===== src/rtl/myo_spi_slave.sv =====
// -----------------------------------------------------------------------------
// myo_spi_slave
//
// SPI responder (mode 0, MSB first) for the motor-board end of the myo SPI
// link. The sck, ss_n and mosi inputs are oversampled in the local clock
// domain. Each frame carries NUM_WORDS words of WORD_W bits. Received words
// are presented on rx_word, one word at a time. During the same frame a status
// word stream is shifted out on miso; the words come from tx_word, selected by
// tx_word_idx. On the rising edge of ss_n the frame is flagged as complete
// (frame_done) or malformed (frame_error).
//
// Optional build macro:
//   MYO_SPI_TIMEOUT_EN - adds a stall watchdog. If no synced sck edge arrives
//                        for TIMEOUT_CYC cycles in ACTIVE, frame_error pulses,
//                        miso_oe drops, and the block waits in WAIT_HIGH until
//                        ss_n goes high. Without the macro, a stalled frame
//                        stays ACTIVE.
//
// Ports:
//   clock          in   system clock, at least 8x the sck rate
//   reset_n        in   asynchronous active-low reset
//   sck            in   SPI clock from master (CPOL=0, CPHA=0)
//   ss_n           in   slave select, active low
//   mosi           in   master-out data
//   miso           out  slave-out data
//   miso_oe        out  high while a frame is active (board tristates miso)
//   tx_word        in   word to transmit at index tx_word_idx
//   tx_word_idx    out  index of the next word to be loaded into tx shifter
//   rx_word        out  last received word
//   rx_word_idx    out  index of rx_word within the frame
//   rx_word_valid  out  one-cycle pulse when rx_word/rx_word_idx update
//   frame_done     out  one-cycle pulse: frame had exactly NUM_WORDS words
//   frame_error    out  one-cycle pulse: short, partial, overrun or stalled
//   busy           out  high in ACTIVE
// -----------------------------------------------------------------------------
module myo_spi_slave #(
  parameter int WORD_W      = 16,
  parameter int NUM_WORDS   = 12,
  parameter int SYNC_STAGES = 2,
  parameter int TIMEOUT_CYC = 1024,
  localparam int IDX_W      = $clog2(NUM_WORDS)
) (
  input  logic              clock,
  input  logic              reset_n,
  input  logic              sck,
  input  logic              ss_n,
  input  logic              mosi,
  output logic              miso,
  output logic              miso_oe,
  input  logic [WORD_W-1:0] tx_word,
  output logic [IDX_W-1:0]  tx_word_idx,
  output logic [WORD_W-1:0] rx_word,
  output logic [IDX_W-1:0]  rx_word_idx,
  output logic              rx_word_valid,
  output logic              frame_done,
  output logic              frame_error,
  output logic              busy
);

  // word_cnt saturates at NUM_WORDS+1 to mark an overrun
  localparam int WCNT_W = $clog2(NUM_WORDS + 2);
  localparam int BIT_W  = $clog2(WORD_W);

  localparam logic [WCNT_W-1:0] WCNT_FULL = WCNT_W'(NUM_WORDS);
  localparam logic [WCNT_W-1:0] WCNT_SAT  = WCNT_W'(NUM_WORDS + 1);
  localparam logic [WCNT_W-1:0] WCNT_LAST = WCNT_W'(NUM_WORDS - 1);
  localparam logic [BIT_W-1:0]  BIT_LAST  = BIT_W'(WORD_W - 1);
  localparam logic [IDX_W-1:0]  IDX_LAST  = IDX_W'(NUM_WORDS - 1);

  // Bit order inside a synchronizer stage: {mosi, ss_n, sck}. ss_n resets high.
  localparam logic [2:0] SYNC_RST = 3'b010;

  if (SYNC_STAGES < 2) begin : g_bad_sync
    $error("myo_spi_slave: SYNC_STAGES must be at least 2");
  end
  if (TIMEOUT_CYC < 1) begin : g_bad_timeout
    $error("myo_spi_slave: TIMEOUT_CYC must be at least 1");
  end

  typedef enum logic [1:0] {
    ST_IDLE      = 2'd0,
    ST_ACTIVE    = 2'd1
`ifdef MYO_SPI_TIMEOUT_EN
    , ST_WAIT_HIGH = 2'd2
`endif
  } state_t;

  // ---------------------------------------------------------------------------
  // Input synchronizers
  // ---------------------------------------------------------------------------
  logic [2:0] sync_q [SYNC_STAGES];

  genvar gi;
  for (gi = 0; gi < SYNC_STAGES; gi++) begin : g_sync
    if (gi == 0) begin : g_first
      always_ff @(posedge clock or negedge reset_n) begin
        if (!reset_n) sync_q[gi] <= SYNC_RST;
        else          sync_q[gi] <= {mosi, ss_n, sck};
      end
    end else begin : g_rest
      always_ff @(posedge clock or negedge reset_n) begin
        if (!reset_n) sync_q[gi] <= SYNC_RST;
        else          sync_q[gi] <= sync_q[gi-1];
      end
    end
  end

  logic sck_s, ss_s, mosi_s;
  assign sck_s  = sync_q[SYNC_STAGES-1][0];
  assign ss_s   = sync_q[SYNC_STAGES-1][1];
  assign mosi_s = sync_q[SYNC_STAGES-1][2];

  // ---------------------------------------------------------------------------
  // State
  // ---------------------------------------------------------------------------
  state_t              state_q, state_d;
  logic                sck_prev_q, ss_prev_q;
  // settle_q[top] is set once the last sync stage holds a real pin sample
  // rather than its reset value. armed_q is set once ss_n has been seen high.
  // A frame already in progress at reset release can therefore never start.
  logic [SYNC_STAGES-1:0] settle_q;
  logic                armed_q, armed_d;
  logic [WORD_W-1:0]   rx_shift_q, rx_shift_d;
  logic [WORD_W-1:0]   tx_shift_q, tx_shift_d;
  logic [BIT_W-1:0]    bit_cnt_q, bit_cnt_d;
  logic [WCNT_W-1:0]   word_cnt_q, word_cnt_d;
  logic [IDX_W-1:0]    tx_word_idx_q, tx_word_idx_d;
  logic [WORD_W-1:0]   rx_word_q, rx_word_d;
  logic [IDX_W-1:0]    rx_word_idx_q, rx_word_idx_d;
  logic                rx_word_valid_q, rx_word_valid_d;
  logic                frame_done_q, frame_done_d;
  logic                frame_error_q, frame_error_d;
  logic                miso_q, miso_d;
  logic                miso_oe_q, miso_oe_d;

  logic sck_rise, sck_fall, ss_rise, ss_fall;
  assign sck_rise = sck_s & ~sck_prev_q;
  assign sck_fall = ~sck_s & sck_prev_q;
  assign ss_rise  = ss_s & ~ss_prev_q;
  assign ss_fall  = ~ss_s & ss_prev_q;

  logic [WORD_W-1:0] rx_next;
  assign rx_next = {rx_shift_q[WORD_W-2:0], mosi_s};

`ifdef MYO_SPI_TIMEOUT_EN
  localparam int TO_W = $clog2(TIMEOUT_CYC + 1);
  localparam logic [TO_W-1:0] TO_LAST = TO_W'(TIMEOUT_CYC - 1);
  logic [TO_W-1:0] timeout_q, timeout_d;

  always_ff @(posedge clock or negedge reset_n) begin
    if (!reset_n) timeout_q <= '0;
    else          timeout_q <= timeout_d;
  end
`endif

  always_ff @(posedge clock or negedge reset_n) begin
    if (!reset_n) begin
      state_q         <= ST_IDLE;
      sck_prev_q      <= 1'b0;
      ss_prev_q       <= 1'b1;
      settle_q        <= '0;
      armed_q         <= 1'b0;
      rx_shift_q      <= '0;
      tx_shift_q      <= '0;
      bit_cnt_q       <= '0;
      word_cnt_q      <= '0;
      tx_word_idx_q   <= '0;
      rx_word_q       <= '0;
      rx_word_idx_q   <= '0;
      rx_word_valid_q <= 1'b0;
      frame_done_q    <= 1'b0;
      frame_error_q   <= 1'b0;
      miso_q          <= 1'b0;
      miso_oe_q       <= 1'b0;
    end else begin
      state_q         <= state_d;
      sck_prev_q      <= sck_s;
      ss_prev_q       <= ss_s;
      settle_q        <= {settle_q[SYNC_STAGES-2:0], 1'b1};
      armed_q         <= armed_d;
      rx_shift_q      <= rx_shift_d;
      tx_shift_q      <= tx_shift_d;
      bit_cnt_q       <= bit_cnt_d;
      word_cnt_q      <= word_cnt_d;
      tx_word_idx_q   <= tx_word_idx_d;
      rx_word_q       <= rx_word_d;
      rx_word_idx_q   <= rx_word_idx_d;
      rx_word_valid_q <= rx_word_valid_d;
      frame_done_q    <= frame_done_d;
      frame_error_q   <= frame_error_d;
      miso_q          <= miso_d;
      miso_oe_q       <= miso_oe_d;
    end
  end

  // ---------------------------------------------------------------------------
  // Next-state logic
  // ---------------------------------------------------------------------------
  always_comb begin
    state_d         = state_q;
    armed_d         = armed_q | (settle_q[SYNC_STAGES-1] & ss_s);
    rx_shift_d      = rx_shift_q;
    tx_shift_d      = tx_shift_q;
    bit_cnt_d       = bit_cnt_q;
    word_cnt_d      = word_cnt_q;
    tx_word_idx_d   = tx_word_idx_q;
    rx_word_d       = rx_word_q;
    rx_word_idx_d   = rx_word_idx_q;
    rx_word_valid_d = 1'b0;
    frame_done_d    = 1'b0;
    frame_error_d   = 1'b0;
    miso_d          = miso_q;
    miso_oe_d       = miso_oe_q;
`ifdef MYO_SPI_TIMEOUT_EN
    if (sck_rise || sck_fall)    timeout_d = '0;
    else if (state_q == ST_ACTIVE) timeout_d = timeout_q + TO_W'(1);
    else                         timeout_d = timeout_q;
`endif

    case (state_q)
      ST_IDLE: begin
        miso_d        = 1'b0;
        miso_oe_d     = 1'b0;
        tx_word_idx_d = '0;
        if (ss_fall && armed_q) begin
          tx_shift_d = tx_word;
          miso_d     = tx_word[WORD_W-1];
          miso_oe_d  = 1'b1;
          bit_cnt_d  = '0;
          word_cnt_d = '0;
          state_d    = ST_ACTIVE;
`ifdef MYO_SPI_TIMEOUT_EN
          timeout_d  = '0;
`endif
        end
      end

      ST_ACTIVE: begin
        if (ss_rise) begin
          // End of frame wins over any sck edge seen in the same cycle
          if (word_cnt_q == WCNT_FULL && bit_cnt_q == '0) frame_done_d  = 1'b1;
          else                                             frame_error_d = 1'b1;
          miso_d        = 1'b0;
          miso_oe_d     = 1'b0;
          tx_word_idx_d = '0;
          state_d       = ST_IDLE;
        end else if (sck_rise) begin
          rx_shift_d = rx_next;
          if (bit_cnt_q == BIT_LAST) begin
            bit_cnt_d = '0;
            if (word_cnt_q < WCNT_FULL) begin
              rx_word_d       = rx_next;
              rx_word_idx_d   = IDX_W'(word_cnt_q);
              rx_word_valid_d = 1'b1;
            end
            if (word_cnt_q != WCNT_SAT) word_cnt_d = word_cnt_q + WCNT_W'(1);
            // Request the next tx word early so it is stable by the next fall
            tx_word_idx_d = (word_cnt_q >= WCNT_LAST) ? IDX_LAST
                                                      : IDX_W'(word_cnt_q + WCNT_W'(1));
          end else begin
            bit_cnt_d = bit_cnt_q + BIT_W'(1);
          end
        end else if (sck_fall) begin
          if (bit_cnt_q != '0) begin
            tx_shift_d = {tx_shift_q[WORD_W-2:0], 1'b0};
            miso_d     = tx_shift_q[WORD_W-2];
          end else if (word_cnt_q != '0) begin
            // Word boundary: words past the end of a frame shift out zeros
            tx_shift_d = (word_cnt_q < WCNT_FULL) ? tx_word : '0;
            miso_d     = (word_cnt_q < WCNT_FULL) ? tx_word[WORD_W-1] : 1'b0;
          end
        end
`ifdef MYO_SPI_TIMEOUT_EN
        else if (timeout_q == TO_LAST) begin
          frame_error_d = 1'b1;
          miso_d        = 1'b0;
          miso_oe_d     = 1'b0;
          tx_word_idx_d = '0;
          state_d       = ST_WAIT_HIGH;
        end
`endif
      end

`ifdef MYO_SPI_TIMEOUT_EN
      ST_WAIT_HIGH: begin
        miso_d        = 1'b0;
        miso_oe_d     = 1'b0;
        tx_word_idx_d = '0;
        if (ss_s) state_d = ST_IDLE;
      end
`endif

      default: begin
        state_d = ST_IDLE;
      end
    endcase
  end

  assign miso          = miso_q;
  assign miso_oe       = miso_oe_q;
  assign tx_word_idx   = tx_word_idx_q;
  assign rx_word       = rx_word_q;
  assign rx_word_idx   = rx_word_idx_q;
  assign rx_word_valid = rx_word_valid_q;
  assign frame_done    = frame_done_q;
  assign frame_error   = frame_error_q;
  assign busy          = (state_q == ST_ACTIVE);

endmodule


===== config.mk =====
export PLATFORM = sky130hd
export DESIGN_NAME = myo_spi_slave
export DESIGN_NICKNAME = d
export VERILOG_FILES = /design/src/rtl/myo_spi_slave.sv
export SDC_FILE = /design/constraint.sdc
export NUM_CORES = 1
export LEC_CHECK = 0
export CELL_PAD_IN_SITES_DETAIL_PLACEMENT = 0
export CELL_PAD_IN_SITES_GLOBAL_PLACEMENT = 2
export CORE_AREA = 2 2 93 104
export DETAILED_ROUTE_END_ITERATION = 7
export DIE_AREA = 0 0 95 106
export GPL_ROUTABILITY_DRIVEN = 0
export PLACE_DENSITY = 0.86
export SYNTH_ARGS = -nofsm -noshare
export SYNTH_HDL_FRONTEND = slang
export SYNTH_SLANG_ARGS = --single-unit

===== constraint.sdc =====
create_clock -name clock -period 3 [get_ports clock]
set_input_delay 0.75 -clock clock [delete_from_list [all_inputs] [get_ports clock]]
set_output_delay 0.75 -clock clock [all_outputs]
set_load 0.01 [all_outputs]

==> results of run 1 <==
[worst max-delay path, stage by stage, from the launching register on]
cell and delay [ns]:
dfrtp_1 0.41, inv_1 0.07, ha_1 0.20, nor3b_2 0.17, a311oi_2 0.32, o21a_1 0.15
buf_4 0.26, mux2_2 0.37
[final cells by class]
type                            count  share of cell area, %
Timing Repair Buffer               54                  12.80
Tap cell                          117                  3.466
Multi-Input combinational cell    184                  31.61
Clock buffer                        9                  2.932
Sequential cell                    79                  46.89
Clock inverter                      7                  1.333
Inverter                           11                 0.9775
[worst min-delay path by stage]
stage | startpoint | to | slack (ns) | cells past startpoint
2_1_floorplan | sync_q[5] | mosi_s | 0.33 | 0
3_3_place_gp | settle_q[0] | settle_q[1] | 0.33 | 0
3_5_place_dp | sync_q[5] | mosi_s | 0.33 | 0
4_1_cts | sync_q[5] | mosi_s | 0.35 | 0
5_1_grt | sync_q[5] | mosi_s | 0.36 | 0
6_report | reset_n | rx_word[6] | 0.35 | 1
[metrics by stage]
stage / total power [W] / utilization (%) / setup WS, ns / std cells
2_1_floorplan: 0.001799 / - / 1.110 / 288
3_3_place_gp: 0.001967 / 44.34 / 0.9781 / 445
3_5_place_dp: 0.001979 / 44.34 / 0.9472 / 445
4_1_cts: 0.002714 / 46.32 / 0.9410 / 461
5_1_grt: 0.002841 / 46.32 / 0.8054 / 461
6_report: 0.002679 / 46.32 / 0.9467 / 461
[layer usage]
layer | routed length, um | vias up | GRT usage, %
met1 | 3167 | 1141 | 19.81
met2 | 3154 | 39 | 22.54
met3 | 255 | 9 | 3.331
met5 | 0 | - | 0
li1 | - | 1103 | -
met4 | 97 | 0 | 6.522
[layout by cell type, fill, tap and decap left out, types with 3 or more instances in the layout]
cell and n:
mux2_2 23, dfrtp_1 76, inv_1 11, buf_4 4, o21a_1 3, clkbuf_8 9
nor2_1 9, o2bb2ai_1 3, nand3_1 11, clkdlybuf4s50_1 49, a22o_1 15, a21oi_1 5
a21o_1 3, nand2_1 56, mux2_4 9, o22a_1 4, ha_1 5, clkinv_4 3
dfstp_2 3
[flip-flops by register name (all words and copies together), names as in the netlist, 2 cells and up]
name	flops
bit_cnt_q	4
rx_shift_q	15
rx_word	16
rx_word_idx	4
settle_q	2
sync_q	3
tx_shift_q	15
tx_word_idx	4
word_cnt_q	4
[cell families after synthesis]
kind of cell / share of synthesized area [%]
muxes: 12.32
DFF: 57.36
and+or+nand+nor: 13.12
adders and majority gates: 1.812
buffers and inverters: 3.985
AOI/OAI and AO/OA: 11.05
xor gates and xnor gates: 0.2537
other: 0.1086
[power breakdown]
group | switching (W) | leakage [nW] | total [W] | internal, W
clock | 0.000414 | 0.0902 | 0.000723 | 0.000309
sequential | 0.000137 | 1.02 | 0.00139 | 0.00125
combinational | 0.000237 | 0.836 | 0.000567 | 0.000330
total | 0.000788 | 1.95 | 0.00268 | 0.00189
==> metrics.txt, run 1 <==
outcome completed; FP Rows 37; RR Startpoint bit_cnt_q[0]; FMAX 487.0 MHz; Reg2Reg Depth 7; number of synthesized register bits 79; Post-Syn Nets 314; Post-DRT Antenna Nets 0; vias in the first global route 2352; R2R Setup Slk 0.95 ns; Root Buffer clkbuf_8; CP startpoint bit_cnt_q[0]; asr flop ratio synth 100.0%; Crit. End Element flop; EDFF count, synth 0; worst skew pair latency 0.35 ns; largest net degree at the start of global routing 42; first-pass GRT wire length 11.45 mm; critical path class reg -> reg; largest area contributor in the synthesized netlist dfrtp_1; max-slew violations 0; most frequent cell after synthesis dfrtp_1; ANT cells 0; leakage power 1.949 nW; Total Wirelength 6.673 mm; final net count 365; grt ovf 0; post-route cell area 4224 um2; share of cells above drive strength 1 18.02%; RSZ-0062 raised after global routing false; clk_skew 0.01522 ns; chip width 95 um; CTS buffer count 9; Yosys top cell area share 55.07%; final setup violation count 0; # resized after CTS 0; Post-Syn Instances 288; Pre-antenna DRT Iters 4; startpoint types flop; clock sinks 79; crit path to tx_shift_q[4]; Max-slew headroom 55.33%; commonest cells in the synthesized netlist dfrtp_1, nand2_1, mux2_2, a22o_1; antenna violations before repair 0; Die Ht 106 um; IO Port Bufs 50; Cell Area, Placed 4044 um2; Detailed Place HPWL 4.419 mm; wire per inst 14.48 um; worst IR drop on VDD 274.6 uV; total of warnings raised by yosys 0; PwrDens 634.2 nW/um2; Hold Slack 0.3501 ns; initial core utilization 37.87%; final setup TNS 0 ns; r2r endpoint tx_shift_q[4]; Final Hold Fails 0; prevailing post-synth register cell dfrtp_1; crit-path max FO 15; sequential-to-total area share from yosys stat 57.36%; vias post-DR 2292; final worst-path cycle share 68.44%; CTS Hold Bufs 0; area of the multi-input gates 1335 um2; Area contributors post-synth dfrtp_1, mux2_2, nand2_1; core area 9120 um2; Max Cap Viol 0; Remaining DRCs 0; measured slew at the worst slew-check pin 0.6700 ns; Worst EP required 3.24 ns; worst hold path type in -> async; IO Pins 51; DRT iter0 DRCs 117; Synth-to-Final Area Change 22.32%; Post-Syn Area per Cell 11.99 um2; register area 1981 um2; CTS clk-pin slew, worst paths 0.09 ns; setup bufs post-CTS 0; H-tree Lvls 3; FILL cells 843; Worst EP arrival 2.29 ns; clk buf depth 2; DIE AREA 10070 um2; DR vias/cell 4.972; Distinct cells, synth 49; synthesized area 3453 um2; CTS tree done; Final min period 2.053 ns; Overall Global Routing Usage 14.69%
(Power assumes the default switching activity.)
==> inputs of run 2 (changes only) <==
--- a/config.mk
+++ b/config.mk
@@ -7,11 +7,11 @@
 export LEC_CHECK = 0
 export CELL_PAD_IN_SITES_DETAIL_PLACEMENT = 0
 export CELL_PAD_IN_SITES_GLOBAL_PLACEMENT = 2
-export CORE_AREA = 2 2 93 104
+export CORE_AREA = 2 2 97 108
 export DETAILED_ROUTE_END_ITERATION = 7
-export DIE_AREA = 0 0 95 106
+export DIE_AREA = 0 0 99 110
 export GPL_ROUTABILITY_DRIVEN = 0
-export PLACE_DENSITY = 0.86
+export PLACE_DENSITY = 0.81
 export SYNTH_ARGS = -nofsm -noshare
 export SYNTH_HDL_FRONTEND = slang
 export SYNTH_SLANG_ARGS = --single-unit
==> constraint.sdc (replaced) <==
create_clock -name clock -period 1.97 [get_ports clock]
set_input_delay 0.4925 -clock clock [delete_from_list [all_inputs] [get_ports clock]]
set_output_delay 0.4925 -clock clock [all_outputs]
set_load 0.01 [all_outputs]
==> run 2 against run 1 <==
  * Clock skew is 0.0036 ns lower
  * Core utilization is 0.41 points higher
  * Maximum frequency is 5.8% higher
  * Setup slack worse by 0.92 ns
  * Critical path type unchanged
  * Critical endpoint is now tx_shift_q[6]
  * Highest routed layer unchanged
==> metrics.txt, run 2 (same netlist as run 1, synthesis figures left out) <==
Total Wirelength 7.298 mm (+9.4%); most frequent cells in the layout dfrtp_1, nand2_1, clkdlybuf4s50_1; final worst-path cycle share 98.47% (+30 points); CP delay by family, top compound AO/OA/AOI/OAI gates; clk_skew 0.01164 ns (-0.003582 ns); H-tree Lvls 3 (unchanged); DR vias/cell 4.922 (-0.99%); final setup TNS 0 ns (unchanged); Pre-antenna DRT Iters 4 (unchanged); commonest non-fill, non-tap cell in the layout dfrtp_1; Post-DRT Antenna Nets 0 (unchanged); Synth-to-Final Area Change 31.88%; CTS clk-pin slew, worst paths 0.08 ns (about the same); CTS buffer count 9 (unchanged); number of flip-flops in the largest register 16 (unchanged); max-slew violations 0 (unchanged); CTS tree done; Final Hold Fails 0 (unchanged); core area 9747 um2 (+6.9%); chip width 99 um (+4.2%); DRT iter0 DRCs 110 (-6.0%); share of cells above drive strength 1 25.41% (+7.4 points); Detailed Place HPWL 4.792 mm (+8.4%); worst skew pair latency 0.35 ns (about the same); clk buf depth 2 (unchanged); Crit. End Element flop; critical path class reg -> reg; Root Buffer clkbuf_8; Worst EP required 2.21 ns (-1.03 ns); startpoint types flop; vias in the first global route 2455 (+4.4%); worst-path cell chain inv_2, ha_4, nor3b_4, a311oi_2, o21a_1, buf_12, buf_12, mux2_4; Worst EP arrival 2.18 ns (-0.11 ns); Bufs and invs on worst path 3 (+1); post-layout util 46.73% (+0.41 points); cell mode on critical path buf_12; Die Ht 110 um (+3.8%); Max-slew headroom 54.03% (-1.3 points); crit-path max FO 7 (-8); wire per inst 14.89 um (+2.9%); worst hold path type in -> async; Max Cap Viol 0 (unchanged); FP Rows 38 (+2.7%); initial core utilization 35.43% (-2.4 points); Overall Global Routing Usage 13.99% (-0.70 points); measured slew at the worst slew-check pin 0.6896 ns (+0.01953 ns); RSZ-0062 raised after global routing true; critical path's slowest cell dfrtp_1; clock sinks 79 (unchanged); DIE AREA 10890 um2 (+8.1%); IO Port Bufs 50 (unchanged); antenna violations before repair 0 (unchanged); grt ovf 0 (unchanged); FILL cells 901 (+6.9%); Final min period 1.940 ns (-0.1134 ns); PwrDens 980.0 nW/um2 (+55%); Remaining DRCs 0 (unchanged); first-pass GRT wire length 11.96 mm (+4.5%); slowest cell delay on critical path 0.43 ns (+0.02 ns); IO Pins 51 (unchanged); worst IR drop on VDD 363.2 uV (+32%); leakage power 2.121 nW (+8.8%); FMAX 515.5 MHz (+5.8%); outcome completed; vias post-DR 2412 (+5.2%); final setup violation count 0 (unchanged); final net count 391 (+7.1%); largest net degree at the start of global routing 34 (-19%); ANT cells 0 (unchanged)
-- run 2: changes by cell type in the layout (fill, tap and decap cells not counted), sizes merged --
cell / previous run / this run
inv: 13 / 11
bufinv: 0 / 1
clkbuf: 9 / 12
clkinvlp: 1 / 2
buf: 5 / 31
clkinv: 4 / 1
-- run 2: power breakdown --
group          internal, W  switching (W)
Sequential         0.00191       0.000223
Clock             0.000658       0.000592
Combinational     0.000664       0.000418
-- run 2: timing repair --
| action | 4_1_cts | 5_1_grt |
|---|---|---|
| pin swaps | 1 | 3 |
| setup buffers | 1 | 11 |
| endpoints found under the setup margin | 15 | 15 |
| resized for setup | 2 | 18 |
| hold buffers | 0 | 0 |
-- run 2: path summary, 6_finish.rpt --
kind,start,end,slack (ns),depth (start not counted)
setup reg to reg,bit_cnt_q[0],tx_shift_q[6],0.03,8
max in group asynchronous,reset_n,ss_s,1.29,2
min in group clock,settle_q[0],settle_q[1],0.35,0
setup / recovery,bit_cnt_q[0],tx_shift_q[6],0.03,8
hold reg to reg,settle_q[0],settle_q[1],0.35,0
hold / removal,reset_n,word_cnt_q[3],0.09,1
-- run 2: area by class of cell --
class / instances / area (um2) / share of cell area, %
Clock inverter: 4 / 53.80 / 1.181
Multi-Input combinational cell: 184 / 1379 / 30.27
Inverter: 11 / 41.29 / 0.9066
Sequential cell: 79 / 1982 / 43.52
Tap cell: 120 / 150.1 / 3.297
Timing Repair Buffer: 80 / 793.3 / 17.42
Clock buffer: 12 / 155.1 / 3.407
-- run 2: metrics by stage --
step / std cells / hold WS [ns] / total power [W] / setup slack [ns] / cell area [um2]
after floorplan: 288 / 0.1969 / 0.002739 / 0.07997 / 3453
after global placement: 462 / 0.3335 / 0.003048 / -0.002590 / 4190
after detailed placement: 462 / 0.3365 / 0.003080 / -0.04432 / 4190
after CTS: 479 / 0.08636 / 0.004357 / 0.02101 / 4410
after global routing: 490 / 0.09846 / 0.004718 / -0.03819 / 4554
final: 490 / 0.08769 / 0.004463 / 0.03007 / 4554
-- run 2: routing by layer --
layer,up-vias,global-route usage [%],routed length [um]
met5,-,0,0
met4,0,5.871,139
met3,12,4.855,414
met2,51,20.90,3307
met1,1190,18.61,3437
li1,1159,-,-
